===== config.mk =====
export PLATFORM = sky130hd
export DESIGN_NAME = ysyx_mem_arbiter_flat
export DESIGN_NICKNAME = d
export VERILOG_FILES = /design/src/rtl/ysyx_arb_pkg.sv /design/src/rtl/ysyx_mem_arbiter_if.sv /design/src/rtl/ysyx_rr_arb2.sv /design/src/rtl/ysyx_mem_arbiter.sv /design/src/flat_wrapper.sv
export SDC_FILE = /design/constraint.sdc
export NUM_CORES = 1
export LEC_CHECK = 0
export ABC_AREA = 1
export ABC_CLOCK_PERIOD_IN_PS = 5000
export BUFFER_PORTS_ARGS = -buffer_cell sky130_fd_sc_hd__buf_2
export CAP_MARGIN = 10
export CORE_ASPECT_RATIO = 1.1
export CORE_MARGIN = 8
export CORE_UTILIZATION = 51
export DETAILED_ROUTE_END_ITERATION = 8
export PLACE_DENSITY_LB_ADDON = 0.2
export SLEW_MARGIN = 20
export SYNTH_ARGS = -nofsm -noshare
export SYNTH_HDL_FRONTEND = slang
export SYNTH_SLANG_ARGS = --single-unit

===== constraint.sdc =====
create_clock -name clk -period 5 [get_ports clk]
set_clock_uncertainty 0.1 [all_clocks]
set_input_delay 1 -clock clk [delete_from_list [all_inputs] [get_ports clk]]
set_output_delay 1 -clock clk [all_outputs]
set_load 0.01 [all_outputs]

===== src/rtl/ysyx_arb_pkg.sv =====
// ysyx_arb_pkg: shared state and owner encodings for the memory arbiter
package ysyx_arb_pkg;
    typedef enum logic [1:0] {IDLE, REQ, WAIT, RESP} state_t;
    typedef enum logic {OWN_IFU = 1'b0, OWN_LSU = 1'b1} owner_t;
endpackage


===== src/rtl/ysyx_mem_arbiter_if.sv =====
// ysyx_mem_arbiter_if: IFU, LSU and memory handshake bundle around the arbiter
interface ysyx_mem_arbiter_if #(parameter int WIDTH = 32);
    logic             ifu_req_valid;
    logic             ifu_req_ready;
    logic [WIDTH-1:0] ifu_addr;
    logic             ifu_rsp_valid;
    logic [WIDTH-1:0] ifu_rsp_data;
    logic             ifu_rsp_err;
    logic             lsu_req_valid;
    logic             lsu_req_ready;
    logic [WIDTH-1:0] lsu_addr;
    logic             lsu_we;
    logic [WIDTH-1:0] lsu_wdata;
    logic [WIDTH/8-1:0] lsu_wmask;
    logic             lsu_rsp_valid;
    logic [WIDTH-1:0] lsu_rsp_data;
    logic             lsu_rsp_err;
    logic             mem_req_valid;
    logic             mem_req_ready;
    logic [WIDTH-1:0] mem_addr;
    logic             mem_we;
    logic [WIDTH-1:0] mem_wdata;
    logic [WIDTH/8-1:0] mem_wmask;
    logic             mem_rsp_valid;
    logic             mem_rsp_ready;
    logic [WIDTH-1:0] mem_rdata;
    logic             mem_err;
    // arbiter side: accepts requester traffic and drives the memory port
    modport master (
        input  ifu_req_valid, ifu_addr,
        output ifu_req_ready, ifu_rsp_valid, ifu_rsp_data, ifu_rsp_err,
        input  lsu_req_valid, lsu_addr, lsu_we, lsu_wdata, lsu_wmask,
        output lsu_req_ready, lsu_rsp_valid, lsu_rsp_data, lsu_rsp_err,
        output mem_req_valid, mem_addr, mem_we, mem_wdata, mem_wmask, mem_rsp_ready,
        input  mem_req_ready, mem_rsp_valid, mem_rdata, mem_err
    );
    // environment side: requesters and memory model
    modport slave (
        output ifu_req_valid, ifu_addr,
        input  ifu_req_ready, ifu_rsp_valid, ifu_rsp_data, ifu_rsp_err,
        output lsu_req_valid, lsu_addr, lsu_we, lsu_wdata, lsu_wmask,
        input  lsu_req_ready, lsu_rsp_valid, lsu_rsp_data, lsu_rsp_err,
        input  mem_req_valid, mem_addr, mem_we, mem_wdata, mem_wmask, mem_rsp_ready,
        output mem_req_ready, mem_rsp_valid, mem_rdata, mem_err
    );
endinterface


===== src/rtl/ysyx_rr_arb2.sv =====
// ysyx_rr_arb2: combinational two-way round-robin picker favouring the requester not granted last
module ysyx_rr_arb2
    import ysyx_arb_pkg::*;
(
    input  logic       valid_ifu,
    input  logic       valid_lsu,
    input  owner_t     last_grant,
    output logic [1:0] gnt,
    output logic       gnt_valid
);
    // bit 0 = IFU, bit 1 = LSU; a tie goes to whoever did not win last time
    always_comb begin
        gnt[0]    = valid_ifu && (!valid_lsu || last_grant == OWN_LSU);
        gnt[1]    = valid_lsu && (!valid_ifu || last_grant == OWN_IFU);
        gnt_valid = valid_ifu || valid_lsu;
    end
endmodule


===== src/rtl/ysyx_mem_arbiter.sv =====
// ysyx_mem_arbiter: shares one memory port between IFU and LSU, one transaction at a time, with watchdog
module ysyx_mem_arbiter
    import ysyx_arb_pkg::*;
#(
    parameter int WIDTH   = 32,
    parameter int TIMEOUT = 256,
    parameter int CNT_W   = 16
) (
    input logic clk,
    input logic rst,
    ysyx_mem_arbiter_if.master bus
);
    localparam logic [CNT_W-1:0] T_LAST = CNT_W'(TIMEOUT > 0 ? TIMEOUT - 1 : 0);

    state_t             state, state_d;
    owner_t             owner, last_grant, pick;
    logic [CNT_W-1:0]   cnt;
    logic [WIDTH-1:0]   addr, wdata, rdata;
    logic [WIDTH/8-1:0] wmask;
    logic               we, err;
    logic [1:0]         gnt;
    logic               gnt_valid, grant, busy, req_hs, rsp_hs, tmo, rsp_ifu, rsp_lsu;

    ysyx_rr_arb2 u_rr (
        .valid_ifu  (bus.ifu_req_valid),
        .valid_lsu  (bus.lsu_req_valid),
        .last_grant (last_grant),
        .gnt        (gnt),
        .gnt_valid  (gnt_valid)
    );

    // next-state decode; a mem handshake takes priority over a same-cycle timeout
    always_comb begin
        pick    = gnt[1] ? OWN_LSU : OWN_IFU;
        busy    = state == REQ || state == WAIT;
        grant   = state == IDLE && gnt_valid;
        req_hs  = state == REQ && bus.mem_req_ready;
        rsp_hs  = state == WAIT && bus.mem_rsp_valid;
        tmo     = busy && TIMEOUT != 0 && cnt >= T_LAST && !req_hs && !rsp_hs;
        state_d = grant ? REQ : (rsp_hs || tmo) ? RESP : req_hs ? WAIT : state == RESP ? IDLE : state;
    end

    // state register
    always_ff @(posedge clk or negedge rst) begin
        if (!rst) state <= IDLE;
        else      state <= state_d;
    end

    // request latch on grant, response latch on completion or timeout, watchdog count
    always_ff @(posedge clk or negedge rst) begin
        if (!rst) begin
            owner      <= OWN_IFU;
            last_grant <= OWN_LSU;
            cnt        <= '0;
            addr       <= '0;
            we         <= 1'b0;
            wdata      <= '0;
            wmask      <= '0;
            rdata      <= '0;
            err        <= 1'b0;
        end else begin
            if (grant) begin
                owner      <= pick;
                last_grant <= pick;
                cnt        <= '0;
                addr       <= gnt[1] ? bus.lsu_addr : bus.ifu_addr;
                we         <= gnt[1] && bus.lsu_we;
                wdata      <= gnt[1] ? bus.lsu_wdata : '0;
                wmask      <= gnt[1] ? bus.lsu_wmask : '0;
            end else if (busy) begin
                cnt <= cnt + 1'b1;
            end
            if (rsp_hs) begin
                rdata <= bus.mem_rdata;
                err   <= bus.mem_err;
            end else if (tmo) begin
                rdata <= '0;
                err   <= 1'b1;
            end
        end
    end

    assign rsp_ifu           = state == RESP && owner == OWN_IFU;
    assign rsp_lsu           = state == RESP && owner == OWN_LSU;
    assign bus.ifu_req_ready = rst && grant && pick == OWN_IFU;
    assign bus.lsu_req_ready = rst && grant && pick == OWN_LSU;
    assign bus.ifu_rsp_valid = rsp_ifu;
    assign bus.ifu_rsp_data  = rsp_ifu ? rdata : '0;
    assign bus.ifu_rsp_err   = rsp_ifu && err;
    assign bus.lsu_rsp_valid = rsp_lsu;
    assign bus.lsu_rsp_data  = rsp_lsu ? rdata : '0;
    assign bus.lsu_rsp_err   = rsp_lsu && err;
    assign bus.mem_req_valid = state == REQ;
    assign bus.mem_rsp_ready = state == WAIT;
    assign bus.mem_addr      = addr;
    assign bus.mem_we        = we;
    assign bus.mem_wdata     = wdata;
    assign bus.mem_wmask     = wmask;
endmodule


===== src/flat_wrapper.sv =====
// flat-port wrapper written by rule: the top's interface ports become plain ports
module ysyx_mem_arbiter_flat import ysyx_arb_pkg::*;
#(
    parameter int WIDTH   = 32,
    parameter int TIMEOUT = 256,
    parameter int CNT_W   = 16
)
  (clk, rst, bus_ifu_req_valid, bus_ifu_addr, bus_ifu_req_ready, bus_ifu_rsp_valid, bus_ifu_rsp_data, bus_ifu_rsp_err, bus_lsu_req_valid, bus_lsu_addr, bus_lsu_we, bus_lsu_wdata, bus_lsu_wmask, bus_lsu_req_ready, bus_lsu_rsp_valid, bus_lsu_rsp_data, bus_lsu_rsp_err, bus_mem_req_valid, bus_mem_addr, bus_mem_we, bus_mem_wdata, bus_mem_wmask, bus_mem_rsp_ready, bus_mem_req_ready, bus_mem_rsp_valid, bus_mem_rdata, bus_mem_err);
  ysyx_mem_arbiter_if #(.WIDTH(WIDTH)) bus_i ();
  input logic clk;
  input logic rst;
  input wire logic [$bits(bus_i.ifu_req_valid)-1:0] bus_ifu_req_valid;
  input wire logic [$bits(bus_i.ifu_addr)-1:0] bus_ifu_addr;
  output wire logic [$bits(bus_i.ifu_req_ready)-1:0] bus_ifu_req_ready;
  output wire logic [$bits(bus_i.ifu_rsp_valid)-1:0] bus_ifu_rsp_valid;
  output wire logic [$bits(bus_i.ifu_rsp_data)-1:0] bus_ifu_rsp_data;
  output wire logic [$bits(bus_i.ifu_rsp_err)-1:0] bus_ifu_rsp_err;
  input wire logic [$bits(bus_i.lsu_req_valid)-1:0] bus_lsu_req_valid;
  input wire logic [$bits(bus_i.lsu_addr)-1:0] bus_lsu_addr;
  input wire logic [$bits(bus_i.lsu_we)-1:0] bus_lsu_we;
  input wire logic [$bits(bus_i.lsu_wdata)-1:0] bus_lsu_wdata;
  input wire logic [$bits(bus_i.lsu_wmask)-1:0] bus_lsu_wmask;
  output wire logic [$bits(bus_i.lsu_req_ready)-1:0] bus_lsu_req_ready;
  output wire logic [$bits(bus_i.lsu_rsp_valid)-1:0] bus_lsu_rsp_valid;
  output wire logic [$bits(bus_i.lsu_rsp_data)-1:0] bus_lsu_rsp_data;
  output wire logic [$bits(bus_i.lsu_rsp_err)-1:0] bus_lsu_rsp_err;
  output wire logic [$bits(bus_i.mem_req_valid)-1:0] bus_mem_req_valid;
  output wire logic [$bits(bus_i.mem_addr)-1:0] bus_mem_addr;
  output wire logic [$bits(bus_i.mem_we)-1:0] bus_mem_we;
  output wire logic [$bits(bus_i.mem_wdata)-1:0] bus_mem_wdata;
  output wire logic [$bits(bus_i.mem_wmask)-1:0] bus_mem_wmask;
  output wire logic [$bits(bus_i.mem_rsp_ready)-1:0] bus_mem_rsp_ready;
  input wire logic [$bits(bus_i.mem_req_ready)-1:0] bus_mem_req_ready;
  input wire logic [$bits(bus_i.mem_rsp_valid)-1:0] bus_mem_rsp_valid;
  input wire logic [$bits(bus_i.mem_rdata)-1:0] bus_mem_rdata;
  input wire logic [$bits(bus_i.mem_err)-1:0] bus_mem_err;
  assign bus_i.ifu_req_valid = bus_ifu_req_valid;
  assign bus_i.ifu_addr = bus_ifu_addr;
  assign bus_ifu_req_ready = bus_i.ifu_req_ready;
  assign bus_ifu_rsp_valid = bus_i.ifu_rsp_valid;
  assign bus_ifu_rsp_data = bus_i.ifu_rsp_data;
  assign bus_ifu_rsp_err = bus_i.ifu_rsp_err;
  assign bus_i.lsu_req_valid = bus_lsu_req_valid;
  assign bus_i.lsu_addr = bus_lsu_addr;
  assign bus_i.lsu_we = bus_lsu_we;
  assign bus_i.lsu_wdata = bus_lsu_wdata;
  assign bus_i.lsu_wmask = bus_lsu_wmask;
  assign bus_lsu_req_ready = bus_i.lsu_req_ready;
  assign bus_lsu_rsp_valid = bus_i.lsu_rsp_valid;
  assign bus_lsu_rsp_data = bus_i.lsu_rsp_data;
  assign bus_lsu_rsp_err = bus_i.lsu_rsp_err;
  assign bus_mem_req_valid = bus_i.mem_req_valid;
  assign bus_mem_addr = bus_i.mem_addr;
  assign bus_mem_we = bus_i.mem_we;
  assign bus_mem_wdata = bus_i.mem_wdata;
  assign bus_mem_wmask = bus_i.mem_wmask;
  assign bus_mem_rsp_ready = bus_i.mem_rsp_ready;
  assign bus_i.mem_req_ready = bus_mem_req_ready;
  assign bus_i.mem_rsp_valid = bus_mem_rsp_valid;
  assign bus_i.mem_rdata = bus_mem_rdata;
  assign bus_i.mem_err = bus_mem_err;
  ysyx_mem_arbiter #(.WIDTH(WIDTH), .TIMEOUT(TIMEOUT), .CNT_W(CNT_W)) u_core (.clk(clk), .rst(rst), .bus(bus_i));
endmodule

Yosys cells after proc, flatten, opt, wreduce, memory -nomap -nowiden

Cells that the tools add are included.

Bits in writable memories: 0
Bits in latches: 0
Register bits after elaboration: 122
Logic and storage cells: 60
Output and inout bits: 141
Memories: 0
Memory bits (read-only): 0

Bitwise logic cells: 3
Reductions and logical operators: 26
Add/subtract/negate cells: 1
Multipliers: 0
Mux-type cells: 16
Divide/modulo/power cells: 0
Shifts and indexed selects: 0
Order comparisons: 1
Equal/unequal tests: 3

Operators with widths:

| operator                | count |
|---|---|
| $mux W32                | 6 |
| $mux W16                | 2 |
| $add A16 B1 Y16 const B | 1 |
| $ge A16 B8 Y1 const B   | 1 |
| $logic_and A1 B1 Y1     | 15 |
| $mux W2                 | 4 |
| $eq A2 B2 Y1 const B    | 2 |
| $logic_or A1 B1 Y1      | 4 |
| $mux W4                 | 1 |
| $reduce_bool A2 Y1      | 2 |
| $reduce_bool A4 Y1      | 1 |
| $logic_not A1 Y1        | 3 |
| $mux W1                 | 3 |
| $not A1 Y1              | 3 |
| $eq A2 B1 Y1 const B    | 1 |
| $logic_not A2 Y1        | 1 |

Depth between registers and ports, before layout

Gate-level depths: netlist of the first run.

Depth after elaboration: 8
Depth in mapped cells: 11

By module

A second synthesis of the first run with hierarchy kept.

Cells, all modules: 717
Area total of the unflattened synthesis: 5605.4 µm²

Modules (own cells, without submodules):

| module           | area each (µm²) | cells an instance | times used |
|---|---|---|---|
| ysyx_mem_arbiter | 5580.4          | 711               | 1 |
| ysyx_rr_arb2     | 25.0            | 6                 | 1 |

Least setup slack after synthesis of the first run

OpenSTA, ideal clock, no wires.

Path kind: input-to-output
Start point: in bus_ifu_req_valid
End point: out bus_ifu_req_ready
Arrival time: 1.715 ns
Cell stages on the path: 5
Slack: 2.185 ns
Required time: 3.900 ns
Buffers on the path: 1
Path through: nand2_1 > nand2_1 > inv_2 > clkbuf_1 > nor3_1

Cells in the longest elaborated chain, start to end: 6
Elaborated cells between the ends (all ways): 9
Classes of those cells: mux: 1; bitwise: 1; reduce/logical: 7

RTL lines:

| what                  | RTL line               | RTL |
|---|---|---|
| start, declared       | flat_wrapper.sv:12     | `input wire logic [$bits(bus_i.ifu_req_valid)-1:0] bus_ifu_req_valid;` |
| $logic_not A1 Y1      | ysyx_rr_arb2.sv:14     | `gnt[1] = valid_lsu && (!valid_ifu \|\| last_grant == OWN_IFU);` |
| $logic_or A1 B1 Y1    | ysyx_rr_arb2.sv:14     |  |
| $logic_and A1 B1 Y1   | ysyx_rr_arb2.sv:14     |  |
| $mux W1               | ysyx_mem_arbiter.sv:34 | `pick = gnt[1] ? OWN_LSU : OWN_IFU;` |
| $not A1 Y1            | ysyx_mem_arbiter.sv:85 | `assign bus.ifu_req_ready = rst && grant && pick == OWN_IFU;` |
| $logic_and A1 B1 Y1 * | ysyx_mem_arbiter.sv:85 |  |
| end, declared         | flat_wrapper.sv:14     | `output wire logic [$bits(bus_i.ifu_req_ready)-1:0] bus_ifu_req_ready;` |

Every way passes the cells marked *; elsewhere a longest branch is shown, timed or not.

Final worst setup path of the first run

Start point: in bus_ifu_req_valid
End point: out bus_lsu_req_ready

Cells in the longest elaborated chain, start to end: 5
Elaborated cells between the ends (all ways): 8
Classes of those cells: mux: 1; reduce/logical: 7

RTL lines:

| what                  | RTL line               | RTL |
|---|---|---|
| $logic_not A1 Y1      | ysyx_rr_arb2.sv:14     |  |
| $logic_or A1 B1 Y1    | ysyx_rr_arb2.sv:14     |  |
| $logic_and A1 B1 Y1   | ysyx_rr_arb2.sv:14     |  |
| $mux W1               | ysyx_mem_arbiter.sv:34 |  |
| $logic_and A1 B1 Y1 * | ysyx_mem_arbiter.sv:86 | `assign bus.lsu_req_ready = rst && grant && pick == OWN_LSU;` |
| end, declared         | flat_wrapper.sv:23     | `output wire logic [$bits(bus_i.lsu_req_ready)-1:0] bus_lsu_req_ready;` |

Marks and branches as above.

==> reports/summary.txt, run 1 <==
Die height - 129 um
Final core utilization - 70.4%
Required @ worst endpoint - 3.90 ns
DRC - 0
Syn. warnings - 0
# rows - 41
Max_cap viols - 0
CP Data Arrival Time - 2.57 ns
Aggregate global-route resource usage - 23.3%
First-pass DRT Iterations - 4
Clk root buf - clkbuf_16
Slew Limit Fails - 0
Num ports - 281
DP Wirelength - 13.3 mm
First-pass GRT wire length - 28.6 mm
Later-pin clock latency in the skew report - 0.41 ns
Dpl ws - 1.36 ns
CP endpoint kind - output port
Fin crit period - 3.67 ns
Outcome - completed
CTS H-tree depth - 4
Commonest non-fill, non-tap cell in the layout - buf_2
Wirelength per Cell - 15.4 um
Critical path class - in2out
Clock slew at reported path FFs - 0.06 ns
Port Buffer Count - 280
Clock network power share - 27.9%
Most frequent cells in the layout - buf_2 (279), nand2_1 (216), nor2_1 (130)
Hold slack - 0.373 ns
CTS tree - done
Switching Fraction - 38.3%
Combinational Power Share - 37.4%
GRT met1 Usage - 26.5%
Drt via density - 4.87
Setup bufs post-CTS - 0
Synthesized area per cell - 7.86 um2
Synth cell types - 29
Slew @ Worst Pin - 1.10 ns
Met2 GRT Util - 38.6%
GRT overflow - 0
Asr flop ratio synth - 100%
Sequential power share - 34.8%
DRT antenna net count - 0
Fmax - 273 MHz
Die Area - 0.0154 mm2
Rel. slew slack - 26.4%
Cells after Synth - 755
Power per Cell Area - 598 mW/mm2
Post_cts resized - 0
Largest net degree at the start of global routing - 88
Post-CTS Hold Buffers - 0
Internal power - 0.00297 W
Initial antenna violation count - 1
Initial detailed-routing violation count - 412
Sequential share of the synthesized area - 51.4%
Pleak - 4.69 nW
Width of the die - 119 um
Post-Syn Area - 0.00594 mm2
Total CTS buffers - 17
Vias - 5755
Endpoints failing hold - 0
Flip-flop and latch count after synthesis - 122
Most Used Layer, Global Route - met2
CP startpoint kind - input port
Placeable Area - 0.0114 mm2
Fillers - 982
CP Max Fanout - 70
Psw - 0.00184 W
RSZ-0062 raised after global routing - no
Endpoints failing setup - 0
Final net count - 1163
Initial core utilization - 51.9%
CTS sink cnt - 122
Number of global-route vias before repair - 5655
Fin Setup TNS - 0 ns
Area Growth Syn to Fin - 35.6%
CTS Buffer Depth - 2
GRT met3 Usage - 11.2%
RePlAce Congestion - 0.842
Final Cycle Share - 73.4%
EDFF count, synth - 0
Top FF cell, synth - dfrtp_1
Worst vdd ir - 744 uV
Hold Crit Class - reg2reg
Share of post-route cells with drive strength above 1 - 35.2%
Routed WL - 18.2 mm
Synth Net Count - 900
Final worst slack - 1.33 ns
## per-stage QoR
step / power, W / cells / cell area, um2
after floorplan: 0.00277 / 755 / 5940
after detailed placement: 0.00350 / 1149 / 7390
after CTS: 0.00486 / 1181 / 8050
final: 0.00482 / 1182 / 8050
after global placement: 0.00345 / 1149 / 7390
after global routing: 0.00517 / 1181 / 8050
## sequential cells by signal (all words and copies together), names as in the netlist
signal and flops:
u_core.bus.mem_addr 32, u_core.bus.mem_wdata 32, u_core.rdata 32, u_core.cnt 16, u_core.bus.mem_wmask 4, u_core.state 2
u_core.bus.mem_we 1, u_core.err 1, u_core.last_grant 1, u_core.owner 1
## power by group through the flow
stage	clock [W]	sequential, W	combinational [W]
floorplan	0	0.00178	0.000999
global placement	0	0.00166	0.00179
detailed placement	0	0.00167	0.00183
CTS	0.00136	0.00167	0.00183
global route	0.00141	0.00173	0.00203
finish	0.00134	0.00167	0.00180
## cell usage after synthesis (2+ instances only)
cell        n  area share (%)
nand2_1   217              14
nor2_1    130             8.2
dfrtp_1   121              51
inv_1      59             3.7
nand3_1    51             4.3
o21ai_1    38             3.2
o21ai_0    32             2.7
nand3_2    29             4.9
clkbuf_1   23             1.5
buf_2      11            0.93
a21oi_1     7            0.59
buf_1       5            0.32
ha_1        5             1.1
nand4_1     4            0.42
buf_6       3            0.57
inv_2       3            0.19
a31oi_1     2            0.21
nand2_2     2            0.21
nand2_4     2            0.38
nor2_2      2            0.21
## cell families (layout without fill, tap and decap cells)
kind of cell    after synthesis  count (layout)  share of synthesized area (%)
fa+ha+maj                     5               5                           1.05
buf+inv                     105             381                           7.31
compound gates               81              81                           6.98
flops                       122             122                           51.4
simple gates                441             441                           33.1
other cells                   0               1                              0
xor+xnor                      1               1                          0.148
## area by class of cell
cell class              count  area [um2]  area share, %
multi-input cells         528        2460           30.5
clock inverters            14         220           2.74
flip-flops and latches    122        3050           37.9
well taps                 150         188           2.33
clock buffers              18         439           5.45
repair buffers            287        1460           18.1
diodes                      1        2.50         0.0311
inverters                  62         233           2.89
## critical path: stages
cell and delay, ns:
buf_2 0.12, nand2_1 0.05, nand2_1 0.05, buf_4 0.24
inv_2 0.09, buf_4 0.54, nand2_1 0.21, nor2_1 0.13
buf_2 0.14
## path summary, 6_finish.rpt
kind,to,startpoint,cells past startpoint,slack (ns)
setup reg to reg,u_core.state[0],u_core.state[0],8,2.13
hold reg to reg,u_core.last_grant,u_core.last_grant,2,0.37
setup / recovery,bus_lsu_req_ready,bus_ifu_req_valid,9,1.33
max in group asynchronous,u_core.rdata[9],rst,3,2.93
min in group asynchronous,u_core.bus.mem_addr[18],rst,2,0.71
hold / removal,u_core.last_grant,u_core.last_grant,2,0.37
## metal layers
layer / vias up / routed length (um) / share of wire [%]
li1: 2884 / - / -
met1: 2594 / 7080 / 39
met4: 2 / 238 / 1.3
met2: 256 / 8820 / 49
met5: - / 9 / 0.050
met3: 19 / 2040 / 11
(Power assumes the default switching activity.)
==> run 2: changes to the inputs <==
ABC_AREA = 0   (was 1)
ABC_CLOCK_PERIOD_IN_PS = 3810   (was 5000)
CORE_UTILIZATION = 47   (was 51)
clock period = 3.81 ns   (was 5 ns; I/O delays follow)
==> reports/summary.txt, run 2 <==
Cell area after layout - 0.00783 mm2 (was 0.00805 mm2)
Register area - 0.00305 mm2 (unchanged)
CP startpoint kind - flip-flop (was input port)
Initial antenna violation count - 1 (unchanged)
First-pass GRT wire length - 27.2 mm (was 28.6 mm)
Area after DPL - 0.00724 mm2 (was 0.00739 mm2)
Delay-heaviest family, CP - compound AO/OA/AOI/OAI gates (was buffers and inverters)
Largest net degree at the start of global routing - 107 (was 88)
Asr flop ratio synth - 100% (unchanged)
Setup bufs post-CTS - 0 (unchanged)
Synth Net Count - 705 (was 900)
Dpl ws - 1.11 ns (was 1.36 ns)
Fin Setup TNS - 0 ns (unchanged)
Synth cell count leaders - dfrtp_1 (121), nand2_1 (110), and2_1 (38) (was nand2_1 (217), nor2_1 (130), dfrtp_1 (121))
Endpoints failing setup - 0 (unchanged)
Share of post-route cells with drive strength above 1 - 42.8% (was 35.2%)
Post-CTS Hold Buffers - 0 (unchanged)
Num ports - 281 (unchanged)
Initial core utilization - 48.1% (was 51.9%)
Area Growth Syn to Fin - 35.3% (was 35.6%)
Fmax - 335 MHz
Hold slack - 0.111 ns (was 0.373 ns)
DRT antenna net count - 0 (unchanged)
Cells after Synth - 560 (was 755)
Routed WL - 17.0 mm (was 18.2 mm)
Sequential share of the synthesized area - 52.8% (was 51.4%)
Most common cell in the netlist - dfrtp_1 (was nand2_1)
Sequential power share - 36.5% (was 34.8%)
EDFF count, synth - 0 (unchanged)
Ant diodes - 0 (was 1)
Final net count - 971 (was 1163)
Later-pin clock latency in the skew report - 0.40 ns (was 0.41 ns)
Number of global-route vias before repair - 5327 (was 5655)
CP max-delay cell - o21a_1 (was buf_4)
Crit path cell chain - inv_1, ha_1, o21a_1, nand2_1, nor2_1, buf_2 (was buf_2, nand2_1, nand2_1, buf_4, inv_2, buf_4, nand2_1, nor2_1, buf_2)
Fillers - 965 (was 982)
Commonest non-fill, non-tap cell in the layout - buf_2 (unchanged)
Internal power - 0.00386 W (was 0.00297 W)
Synth cell types - 40 (was 29)
Critical path class - reg2out (was in2out)
Post-Syn Area - 0.00579 mm2 (was 0.00594 mm2)
Worst path depth - 6 (was 9)
CP endpoint kind - output port (unchanged)
Initial detailed-routing violation count - 284 (was 412)
R2R depth - 6 (was 8)
Combinational Power Share - 37.5% (was 37.4%)
DRC - 0 (unchanged)
Required @ worst endpoint - 2.95 ns (was 3.90 ns)
Drt via density - 5.08 (was 4.87)
CP Buf/Inv Count - 2 (was 5)
Total CTS buffers - 17 (unchanged)
Port Buffer Count - 280 (unchanged)
Die Area - 0.0161 mm2 (was 0.0154 mm2)
Switching Fraction - 36.4% (was 38.3%)
Flip-flop and latch count after synthesis - 122 (unchanged)
Synth top area share - 52.3% (was 51.0%)
Outcome - completed (unchanged)
RePlAce Congestion - 0.824 (was 0.842)
Final worst slack - 0.821 ns (was 1.33 ns)
Wirelength per Cell - 17.1 um (was 15.4 um)
Rel. slew slack - 38.3% (was 26.4%)
Psw - 0.00220 W (was 0.00184 W)
Aggregate global-route resource usage - 21.2% (was 23.3%)
Top FF cell, synth - dfrtp_1 (unchanged)
Most frequent cells in the layout - buf_2 (279), dfrtp_1 (121), nand2_1 (110) (was buf_2 (279), nand2_1 (216), nor2_1 (130))
Pleak - 4.30 nW (was 4.69 nW)
Clock slew at reported path FFs - 0.06 ns (about the same)
Die height - 132 um (was 129 um)
Clock network power share - 26.1% (was 27.9%)
Placeable Area - 0.0120 mm2 (was 0.0114 mm2)
Final Cycle Share - 78.4%
# rows - 42 (was 41)
Slew @ Worst Pin - 0.926 ns (was 1.10 ns)
GRT overflow - 0 (unchanged)
First-pass DRT Iterations - 4 (unchanged)
CP max stage delay - 0.57 ns (was 0.54 ns)
Vias - 5042 (was 5755)
CP Data Arrival Time - 2.13 ns (was 2.57 ns)
CTS H-tree depth - 4 (unchanged)
Max_cap viols - 0 (unchanged)
Post_cts resized - 0 (unchanged)
CTS sink cnt - 122 (unchanged)
Area contributors post-synth - dfrtp_1 (52%), nand2_1 (7.1%), mux2i_1 (5.9%), a22o_1 (5.6%), a21oi_2 (4.5%) (was dfrtp_1 (51%), nand2_1 (14%), nor2_1 (8.2%), nand3_2 (4.9%), nand3_1 (4.3%))
Endpoints failing hold - 0 (unchanged)
Width of the die - 122 um (was 119 um)
Synthesized area per cell - 10.3 um2 (was 7.86 um2)
Largest area contributor in the netlist - dfrtp_1 (unchanged)
Clk root buf - clkbuf_16 (unchanged)
Hold Crit Class - in2async (was reg2reg)
RSZ-0062 raised after global routing - no (unchanged)
CTS tree - done (unchanged)
Syn. warnings - 0 (unchanged)
Slew Limit Fails - 0 (unchanged)
DP Wirelength - 13.0 mm (was 13.3 mm)
CP Max Fanout - 18 (was 70)
Multi-input gate area - 0.00250 mm2 (was 0.00246 mm2)
Power per Cell Area - 774 mW/mm2 (was 598 mW/mm2)
Worst vdd ir - 466 uV (was 744 uV)
CTS Buffer Depth - 2 (unchanged)
Fin crit period - 2.99 ns
[run 2: layout make-up]
class,count,area share [%]
Clock buffer,20,5.58
Clock inverter,12,1.92
Inverter,4,0.192
Multi-Input combinational cell,391,32.0
Sequential cell,122,39.0
Tap cell,154,2.46
Timing Repair Buffer,290,18.9
[run 2: layer usage]
metal  part of all wire, %  GRT usage [%]
met1                    41           24.6
met2                    48           34.9
met3                    10           8.44
met4                   1.4           6.18
met5                 0.076              0
[run 2: cells by family (layout without fill, tap and decap cells)]
kind of cell	count (synthesis)	after routing	synth area share (%)
adder cells (fa/ha/maj)	5	5	1.08
buffers and inverters	47	326	4.39
XOR/XNOR	12	12	1.82
AND/OR/NAND/NOR	227	227	19.5
AO/OA/AOI/OAI	113	113	14.6
flip-flops	122	122	52.8
multiplexers	34	34	5.88
[run 2: power groups by stage]
stage	sequential (W)	clock, W	combinational (W)
floorplan	0.00232	0	0.00125
global placement	0.00220	0	0.00224
detailed placement	0.00220	0	0.00232
CTS	0.00221	0.00161	0.00231
global route	0.00228	0.00167	0.00252
finish	0.00221	0.00158	0.00227
[run 2: metrics by stage]
stage / std cells / util, % / power [W]
after detailed placement: 961 / 60.2 / 0.00452
final: 993 / 65.1 / 0.00606
after global routing: 993 / 65.1 / 0.00648
after global placement: 961 / 60.2 / 0.00444
after CTS: 993 / 65.1 / 0.00613
after floorplan: 560 / - / 0.00357
[run 2: path summary, 6_finish.rpt]
kind / from / to / slack [ns]
setup / recovery: u_core.state[0] / bus_ifu_req_ready / 0.82
hold / removal: rst / u_core.bus.mem_wdata[29] / 0.11
setup reg to reg: u_core.state[0] / u_core.err / 1.65
hold reg to reg: u_core.bus.mem_addr[3] / u_core.bus.mem_addr[3] / 0.37
max in group asynchronous: rst / u_core.rdata[25] / 1.88
min in group clk: u_core.bus.mem_addr[3] / u_core.bus.mem_addr[3] / 0.37
[run 2: worst reg2reg max path: cells and delay by family, from the launching register on]
family	cells	cell delay (ns)
DFF	1	0.39
buffers and inverters	2	0.41
adders and majority gates	1	0.25
and+or+nand+nor	3	0.94
==> run 3: changes to the inputs <==
ABC_CLOCK_PERIOD_IN_PS = 2800   (was 3810)
clock period = 2.8 ns   (was 3.81 ns; I/O delays follow)
==> reports/summary.txt, run 3 (synthesis gave the netlist of run 2 again) <==
Delay-heaviest family, CP - buffers and inverters (was compound AO/OA/AOI/OAI gates)
Worst vdd ir - 660 uV (was 466 uV)
Slew @ Worst Pin - 0.547 ns (was 0.926 ns)
Hold Crit Class - in2reg (was in2async)
Area after DPL - 0.00726 mm2 (was 0.00724 mm2)
Crit path cell chain - dlygate4sd3_1, buf_4, nand2_1, nor2_1, buf_2 (was inv_1, ha_1, o21a_1, nand2_1, nor2_1, buf_2)
GRT overflow - 0 (unchanged)
CTS Buffer Depth - 2 (unchanged)
First-pass GRT wire length - 27.3 mm (was 27.2 mm)
Most frequent cells in the layout - buf_2 (279), dfrtp_1 (121), nand2_1 (110) (unchanged)
CTS tree - done (unchanged)
Ant diodes - 0 (unchanged)
Wirelength per Cell - 17.5 um (was 17.1 um)
CTS sink cnt - 122 (unchanged)
Initial detailed-routing violation count - 247 (was 284)
Die Area - 0.0161 mm2 (unchanged)
DRT antenna net count - 0 (unchanged)
Pleak - 4.30 nW (about the same)
# rows - 42 (unchanged)
Outcome - completed (unchanged)
CP Data Arrival Time - 1.82 ns (was 2.13 ns)
Share of post-route cells with drive strength above 1 - 42.9% (was 42.8%)
CP max stage delay - 0.53 ns (was 0.57 ns)
CP Buf/Inv Count - 3 (was 2)
Num ports - 281 (unchanged)
RePlAce Congestion - 0.839 (was 0.824)
Routed WL - 17.5 mm (was 17.0 mm)
Clock slew at reported path FFs - 0.06 ns (about the same)
Later-pin clock latency in the skew report - 0.40 ns (about the same)
Worst reg2reg startpoint - u_core.state[1] (was u_core.state[0])
CP max-delay cell - dlygate4sd3_1 (was o21a_1)
DRC - 0 (unchanged)
Endpoints failing setup - 0 (unchanged)
Power per Cell Area - 1040 mW/mm2 (was 774 mW/mm2)
Required @ worst endpoint - 2.14 ns (was 2.95 ns)
Aggregate global-route resource usage - 21.4% (was 21.2%)
Width of the die - 122 um (unchanged)
Final net count - 973 (was 971)
Initial antenna violation count - 0 (was 1)
Total CTS buffers - 17 (unchanged)
Max_cap viols - 0 (unchanged)
Drt via density - 5.14 (was 5.08)
Area Growth Syn to Fin - 35.6% (was 35.3%)
Fmax - 404 MHz
Vias - 5119 (was 5042)
CP Max Fanout - 28 (was 18)
Cell area after layout - 0.00785 mm2 (was 0.00783 mm2)
Slew Limit Fails - 0 (unchanged)
First-pass DRT Iterations - 4 (unchanged)
Commonest non-fill, non-tap cell in the layout - buf_2 (unchanged)
DP Wirelength - 13.2 mm (was 13.0 mm)
Placeable Area - 0.0120 mm2 (unchanged)
Clk root buf - clkbuf_16 (unchanged)
Fin crit period - 2.48 ns
Initial core utilization - 48.1% (unchanged)
Critical path class - in2out (was reg2out)
CP endpoint kind - output port (unchanged)
Rel. slew slack - 63.5% (was 38.3%)
Number of global-route vias before repair - 5409 (was 5327)
Die height - 132 um (unchanged)
CP startpoint kind - input port (was flip-flop)
Post_cts resized - 0 (unchanged)
Endpoints failing hold - 0 (unchanged)
Fin Setup TNS - 0 ns (unchanged)
RSZ-0062 raised after global routing - no (unchanged)
HP Start - bus_lsu_wdata[16]
Largest net degree at the start of global routing - 98 (was 107)
Port Buffer Count - 280 (unchanged)
Final Cycle Share - 88.5%
CTS H-tree depth - 4 (unchanged)
Fillers - 1023 (was 965)
CP startpoint - rst (was u_core.state[0])
## run 3: what timing repair did
item / 4_1_cts / 5_1_grt
hold buffers: 1 / 0
setup buffers: 0 / 0
hold endpoints to repair: 24 / 0
## run 3: worst paths after layout
path / end / slack (ns) / cells past startpoint
setup / recovery: bus_ifu_req_ready / 0.32 / 5
hold / removal: u_core.bus.mem_wdata[16] / 0.27 / 2
setup reg to reg: u_core.cnt[15] / 0.78 / 6
hold reg to reg: u_core.bus.mem_addr[22] / 0.38 / 2
max in group asynchronous: u_core.bus.mem_wdata[9] / 1.24 / 3
min in group asynchronous: u_core.bus.mem_addr[19] / 0.55 / 2
## run 3: per-layer routing
layer	share of wire, %	GRT usage (%)	routed length, um	vias to the layer above
li1	-	-	-	2464
met3	11	8.31	1910	21
met4	1.7	7.82	302	0
met2	48	35.5	8460	232
met5	0	0	0	-
met1	39	24.2	6780	2402
## run 3: cell type report
cell class / instances / area [um2] / area share (%)
clock buffers: 20 / 457 / 5.82
clock inverters: 12 / 118 / 1.50
multi-input cells: 391 / 2500 / 31.9
flip-flops and latches: 122 / 3050 / 38.9
well taps: 154 / 193 / 2.46
inverters: 4 / 15.0 / 0.191
repair buffers: 292 / 1510 / 19.2
## run 3: metrics by stage
stage	utilization, %	instances	worst slack [ns]	power (W)	hold slack (ns)
finish	65.2	995	0.323	0.00819	0.266
global route	65.2	995	0.187	0.00875	0.253
CTS	65.2	995	0.293	0.00830	0.248
detailed placement	60.4	962	0.719	0.00618	0.370
global placement	60.4	962	0.740	0.00605	0.359
floorplan	-	560	0.731	0.00486	0.164
## run 3: power by group
part,leakage (nW),switching [W],internal (W)
registers,1.56,0.000501,0.00253
logic,2.47,0.00175,0.00134
clock network,0.269,0.000798,0.00128
## run 3: worst reg2reg max path: cells and delay by family (launching register included)
family                     cells  cell delay (ns)
and+or+nand+nor                2             0.51
adders and majority gates      1             0.49
DFF                            1             0.40
AOI/OAI and AO/OA              2             0.33
buffers and inverters          1             0.09
